[src/rtl/slow_window_ctl.sv]
// Slow-device window controller: raises SlowReq/ClockGate on CPU accesses to
// slow device classes and holds them for SlowTimeout x TICK_DIV clocks afterwards.
module slow_window_ctl #(
    parameter int TICK_DIV = 256
) (
    input  logic       CLK,
    input  logic       nPOR,
    input  logic       BACT,
    input  logic       IACKCS,
    input  logic       VIACS,
    input  logic       IWMCS,
    input  logic       SCCCS,
    input  logic       SCSICS,
    input  logic       SndBusy,
    input  logic       SlowIACK,
    input  logic       SlowVIA,
    input  logic       SlowIWM,
    input  logic       SlowSCC,
    input  logic       SlowSCSI,
    input  logic       SlowSnd,
    input  logic       SlowClockGate,
    input  logic [3:0] SlowTimeout,
    output logic       SlowReq,
    output logic       ClockGate,
    output logic       SlowActive
);

    localparam int PreW = $clog2(TICK_DIV);
    localparam logic [PreW-1:0] PreMax = PreW'(TICK_DIV - 1);
    localparam logic [PreW-1:0] PreOne = PreW'(1);

    typedef enum logic [1:0] {
        IDLE = 2'd0,
        SLOW = 2'd1,
        HOLD = 2'd2
    } stateE;

    stateE           state;
    stateE           nextState;
    logic            bactR;
    logic [3:0]      cnt;
    logic [3:0]      nextCnt;
    logic [PreW-1:0] pre;
    logic [PreW-1:0] nextPre;
    logic            start;
    logic            hit;
    logic            nextBusy;

    assign start = BACT & ~bactR;
    assign hit   = (IACKCS & SlowIACK) | (VIACS & SlowVIA) | (IWMCS & SlowIWM) |
                   (SCCCS & SlowSCC) | (SCSICS & SlowSCSI);
    assign nextBusy = (nextState != IDLE);

    always_comb begin
        nextState = state;
        nextCnt   = cnt;
        nextPre   = pre;
        case (state)
            IDLE: begin
                if (start && hit) nextState = SLOW;
            end
            SLOW: begin
                if (!BACT) begin
                    if (SlowTimeout == 4'd0) begin
                        nextState = IDLE;
                    end else begin
                        nextState = HOLD;
                        nextCnt   = SlowTimeout;
                        nextPre   = PreMax;
                    end
                end
            end
            HOLD: begin
                // A fresh hit abandons the remaining window outright.
                if (start && hit) begin
                    nextState = SLOW;
                end else if (pre != '0) begin
                    nextPre = pre - PreOne;
                end else if (cnt == 4'd1) begin
                    nextState = IDLE;
                end else begin
                    nextCnt = cnt - 4'd1;
                    nextPre = PreMax;
                end
            end
            default: nextState = IDLE;
        endcase
    end

    // Outputs are registered from the next state so they move with the FSM.
    always_ff @(posedge CLK or negedge nPOR) begin
        if (!nPOR) begin
            state      <= IDLE;
            bactR      <= 1'b0;
            cnt        <= 4'd0;
            pre        <= '0;
            SlowReq    <= 1'b0;
            ClockGate  <= 1'b0;
            SlowActive <= 1'b0;
        end else begin
            state      <= nextState;
            bactR      <= BACT;
            cnt        <= nextCnt;
            pre        <= nextPre;
            SlowActive <= nextBusy;
            SlowReq    <= nextBusy | (SndBusy & SlowSnd);
            ClockGate  <= nextBusy & SlowClockGate;
        end
    end

endmodule

[config.mk]
export PLATFORM = sky130hd
export DESIGN_NAME = slow_window_ctl
export DESIGN_NICKNAME = d
export VERILOG_FILES = /design/src/rtl/slow_window_ctl.sv
export SDC_FILE = /design/constraint.sdc
export NUM_CORES = 1
export LEC_CHECK = 0
export CAP_MARGIN = 20
export CORE_ASPECT_RATIO = 0.5
export CORE_UTILIZATION = 35
export DETAILED_ROUTE_END_ITERATION = 8
export SETUP_SLACK_MARGIN = 0.3
export SLEW_MARGIN = 20
export SYNTH_ARGS = -nofsm -noshare
export SYNTH_HDL_FRONTEND = slang
export SYNTH_SLANG_ARGS = --single-unit
[constraint.sdc]
create_clock -name CLK -period 2.1 [get_ports CLK]
set_clock_uncertainty 0.2 [all_clocks]
set_input_delay 0.42 -clock CLK [delete_from_list [all_inputs] [get_ports CLK]]
set_output_delay 0.42 -clock CLK [all_outputs]
set_load 0.05 [all_outputs]
==> qor.tcl <==
set qor(ys_seq_elements) 18
set qor(final_count_of_hold_timing_violations) 0
set qor(reg2reg_depth) 7
set qor(required_ps) 2050
set qor(grt_overflow) 0
set qor(reg2reg_slack_ps) -20
set qor(clock_latency_ps) 260
set qor(number_of_diodes_added_for_antenna_fixing) 0
set qor(crit_path_start_kind) {flip-flop}
set qor(cts_made_buffers) 3
set qor(number_of_failing_setup_endpoints_in_the_final_timing_report) 3
set qor(detail_route.iter0.violations) 44
set qor(synthesis.instances) 104
set qor(grt_pass1_vias) 845
set qor(mappedNetlistArea_um2) 1040
set qor(drcViolationCount) 0
set qor(antenna_violations_before_repair) 0
set qor(synth_top_family_by_area) {compound AO/OA/AOI/OAI gates}
set qor(synth_simple_gate_area_share) 0.194
set qor(path_class) {reg2reg}
set qor(r2r-start) {pre[1]}
set qor(postRouteAntennaNets) 0
set qor(placedCellCount) 182
set qor(crit_fanout) 6
set qor(final_estimated_routing_congestion_in_global_placement) 0.791
set qor(grt_start_max_net_pins) 19
set qor(detailedRoute.firstPassIterationCount) 4
set qor(final.min_clock_period_ps) 2120
set qor(final.setup.worst_slack_ps) -23.3
set qor(final_min_period_over_clock_period) 1.01
set qor(yosys_warnings) 0
set qor(routed_wire_length_per_instance_um) 13.5
set qor(finalMaxSlewViolations) 0
set qor(cts_hold_repair.buffers) 0
set qor(max_freq_mhz) 471
set qor(holdCritPathClass) {in2async}
set qor(finalNetCount) 181
set qor(worst_setup_hold_path_clk_slew_ps) 70
set qor(report.power.total_mw) 1.84
set qor(grt_setup_unrepaired) {true}
set qor(synth_fa_ha_area_frac) 0.0483
set qor(power_per_cell_area_nw_per_um2) 1110
set qor(stdcell_area_um2) 1650
set qor(post_synth_mux_area_share) 0.0193
set qor(async_reset_ff_frac) 1.00
set qor(groute.usage.overall) 0.169
set qor(post_synthesis_compound_gate_area_fraction) 0.267
set qor(drt_wl_total_um) 2610
set qor(power.ir.vdd_worst_v) 0.000470
set qor(drive_above_1_share) 0.372
set qor(endpoint_class_of_the_critical_path) {flip-flop}
set qor(result_of_the_run) {finished, violations left}
set qor(failed_checks) {setup timing}
set qor(cts_tree) {built}
set qor(p_leak_nw) 0.721
set qor(met1Wirelength_um) 1340
set qor(initial_utilization) 0.384
set qor(synthesis.area_per_instance_um2) 9.96
set qor(avgViaCountPerCell) 5.27
set qor(worst_slew_margin_rel) 0.672
set qor(placement.io_buffers) 22
set qor(timing.rr.end) {pre[3]}
set qor(synthesis.nets) 128
set qor(area_delta_synth_final_pct) 59.7
set qor(clock_tree.root_cell) {sky130_fd_sc_hd__clkbuf_8}
set qor(floorplan.die_area_um2) 3190
set qor(cap_viol_max_count) 0
set qor(hpwlAfterDp_um) 1850
set qor(num_rows) 13
set qor(global_route_wire_length_before_repair_um) 3960
set qor(synth_xor_xnor_area_share) 0
set qor(cts_max_level) 1
set qor(number_of_enable_type_register_cells_in_the_synthesized_netlist) 0
set qor(layoutNonFillerInstCount) 193
set qor(worst_pin_slew_ps) 493
set qor(finalHoldWorstSlack_ps) 294
set qor(post-place-ws_ps) -406
set qor(met3_length_um) 97
set qor(die_height_um) 40.5
set qor(synth.lib_cells_used.distinct) 39
set qor(die-width_um) 78.9
set qor(critPathArrivalTime_ps) 2070
set qor(dr.max_layer_used) {met4}
set qor(fp.coreArea_um2) 2700
set qor(routed-via-count) 1018
set qor(numClockSinks) 18
set qor(wl_met2_um) 1160
set qor(placed_area_um2) 1460
set qor(synth_flop_cell) {sky130_fd_sc_hd__dfrtp_1}
set qor(boundaryPins) 23
set qor(synth-seq-area-share) 0.435
set qor(clock_path_buffers) 2
## cells in the final DEF, fill, tap and decap left out, types with 3 or more instances in the layout
cell type	count
sky130_fd_sc_hd__a21oi_1	7
sky130_fd_sc_hd__dlygate4sd2_1	9
sky130_fd_sc_hd__clkdlybuf4s50_1	9
sky130_fd_sc_hd__buf_4	23
sky130_fd_sc_hd__dlymetal6s2s_1	4
sky130_fd_sc_hd__nor2_1	4
sky130_fd_sc_hd__nor3_1	3
sky130_fd_sc_hd__inv_2	4
sky130_fd_sc_hd__nand2_1	3
sky130_fd_sc_hd__nand2b_1	4
sky130_fd_sc_hd__inv_1	3
sky130_fd_sc_hd__dfrtp_1	18
sky130_fd_sc_hd__clkbuf_8	4
sky130_fd_sc_hd__o21ai_0	3
sky130_fd_sc_hd__buf_6	4
sky130_fd_sc_hd__nand3_1	5
## flip-flops by register name, summed over array words and instances, names as in the netlist
register / cells
cnt: 4
state: 2
ClockGate: 1
SlowReq: 1
SlowActive: 1
pre: 8
bactR: 1
## critical path, stage by stage, from the launching register on
cell	delay (ps)
sky130_fd_sc_hd__dfrtp_1	390
sky130_fd_sc_hd__inv_2	90
sky130_fd_sc_hd__ha_4	130
sky130_fd_sc_hd__or4b_4	480
sky130_fd_sc_hd__o21a_4	230
sky130_fd_sc_hd__o21ai_4	190
sky130_fd_sc_hd__inv_4	70
sky130_fd_sc_hd__o221a_1	240
## timing repair
| action | 4_1_cts | 5_1_grt |
|---|---|---|
| pin swaps | 8 | 10 |
| buffers inserted | 6 | 1 |
| cloned | 0 | 0 |
| gates resized for setup | 18 | 21 |
| endpoints found under the setup margin | 20 | 17 |
## worst max path at each step
stage                   start  endpoint  cells after the start
2_1_floorplan          pre[0]    pre[2]                      7
3_3_place_gp   SlowTimeout[1]    pre[2]                      6
3_5_place_dp   SlowTimeout[1]    pre[3]                      6
4_1_cts                pre[1]    pre[3]                      7
5_1_grt                pre[1]    cnt[1]                      7
6_report               pre[1]    pre[3]                      7
## cell usage after synthesis (3+ instances only)
master	n	area, um2
sky130_fd_sc_hd__nor2_1	4	15.0
sky130_fd_sc_hd__nand3_1	6	30.0
sky130_fd_sc_hd__a21oi_1	8	40.0
sky130_fd_sc_hd__and3_1	3	18.8
sky130_fd_sc_hd__ha_1	4	50.1
sky130_fd_sc_hd__nand2b_1	4	25.0
sky130_fd_sc_hd__nand2_1	4	15.0
sky130_fd_sc_hd__dfrtp_1	18	450
sky130_fd_sc_hd__inv_1	7	26.3
sky130_fd_sc_hd__o21ai_0	6	30.0
sky130_fd_sc_hd__nor3_1	3	15.0
## through the flow
| step | setup TNS, ps | utilization |
|---|---|---|
| 2_1_floorplan | 0 | - |
| 3_3_place_gp | -5030 | 0.539 |
| 3_5_place_dp | -5190 | 0.539 |
| 4_1_cts | 0 | 0.587 |
| 5_1_grt | -472 | 0.613 |
| 6_report | -66.8 | 0.613 |
## routing by layer
metal,vias up,track usage
met5,-,0
met4,0,0.0545
met3,2,0.0364
met2,18,0.278
met1,495,0.226
li1,503,-
## cell type report
cell class              instances  area [um2]
flip-flops and latches         18         450
clock buffers                   4        55.1
repair buffers                 49         437
inverters                       8        32.5
well taps                      37        46.3
multi-input cells              77         633
fillers                       231        1050
## kinds of logic after synthesis
logic type      count (synthesis)
simple gates                   35
compound gates                 36
mux                             2
flops                          18
fa+ha+maj                       4
buf+inv                         9
## report_power, final
| part | internal, mW | switching [mW] | total, mW | leakage, nW |
|---|---|---|---|---|
| clock | 0.167 | 0.126 | 0.293 | 0.0288 |
| sequential | 0.465 | 0.0971 | 0.562 | 0.192 |
| combinational | 0.498 | 0.487 | 0.985 | 0.500 |
Power figures use the tool's default switching activity.
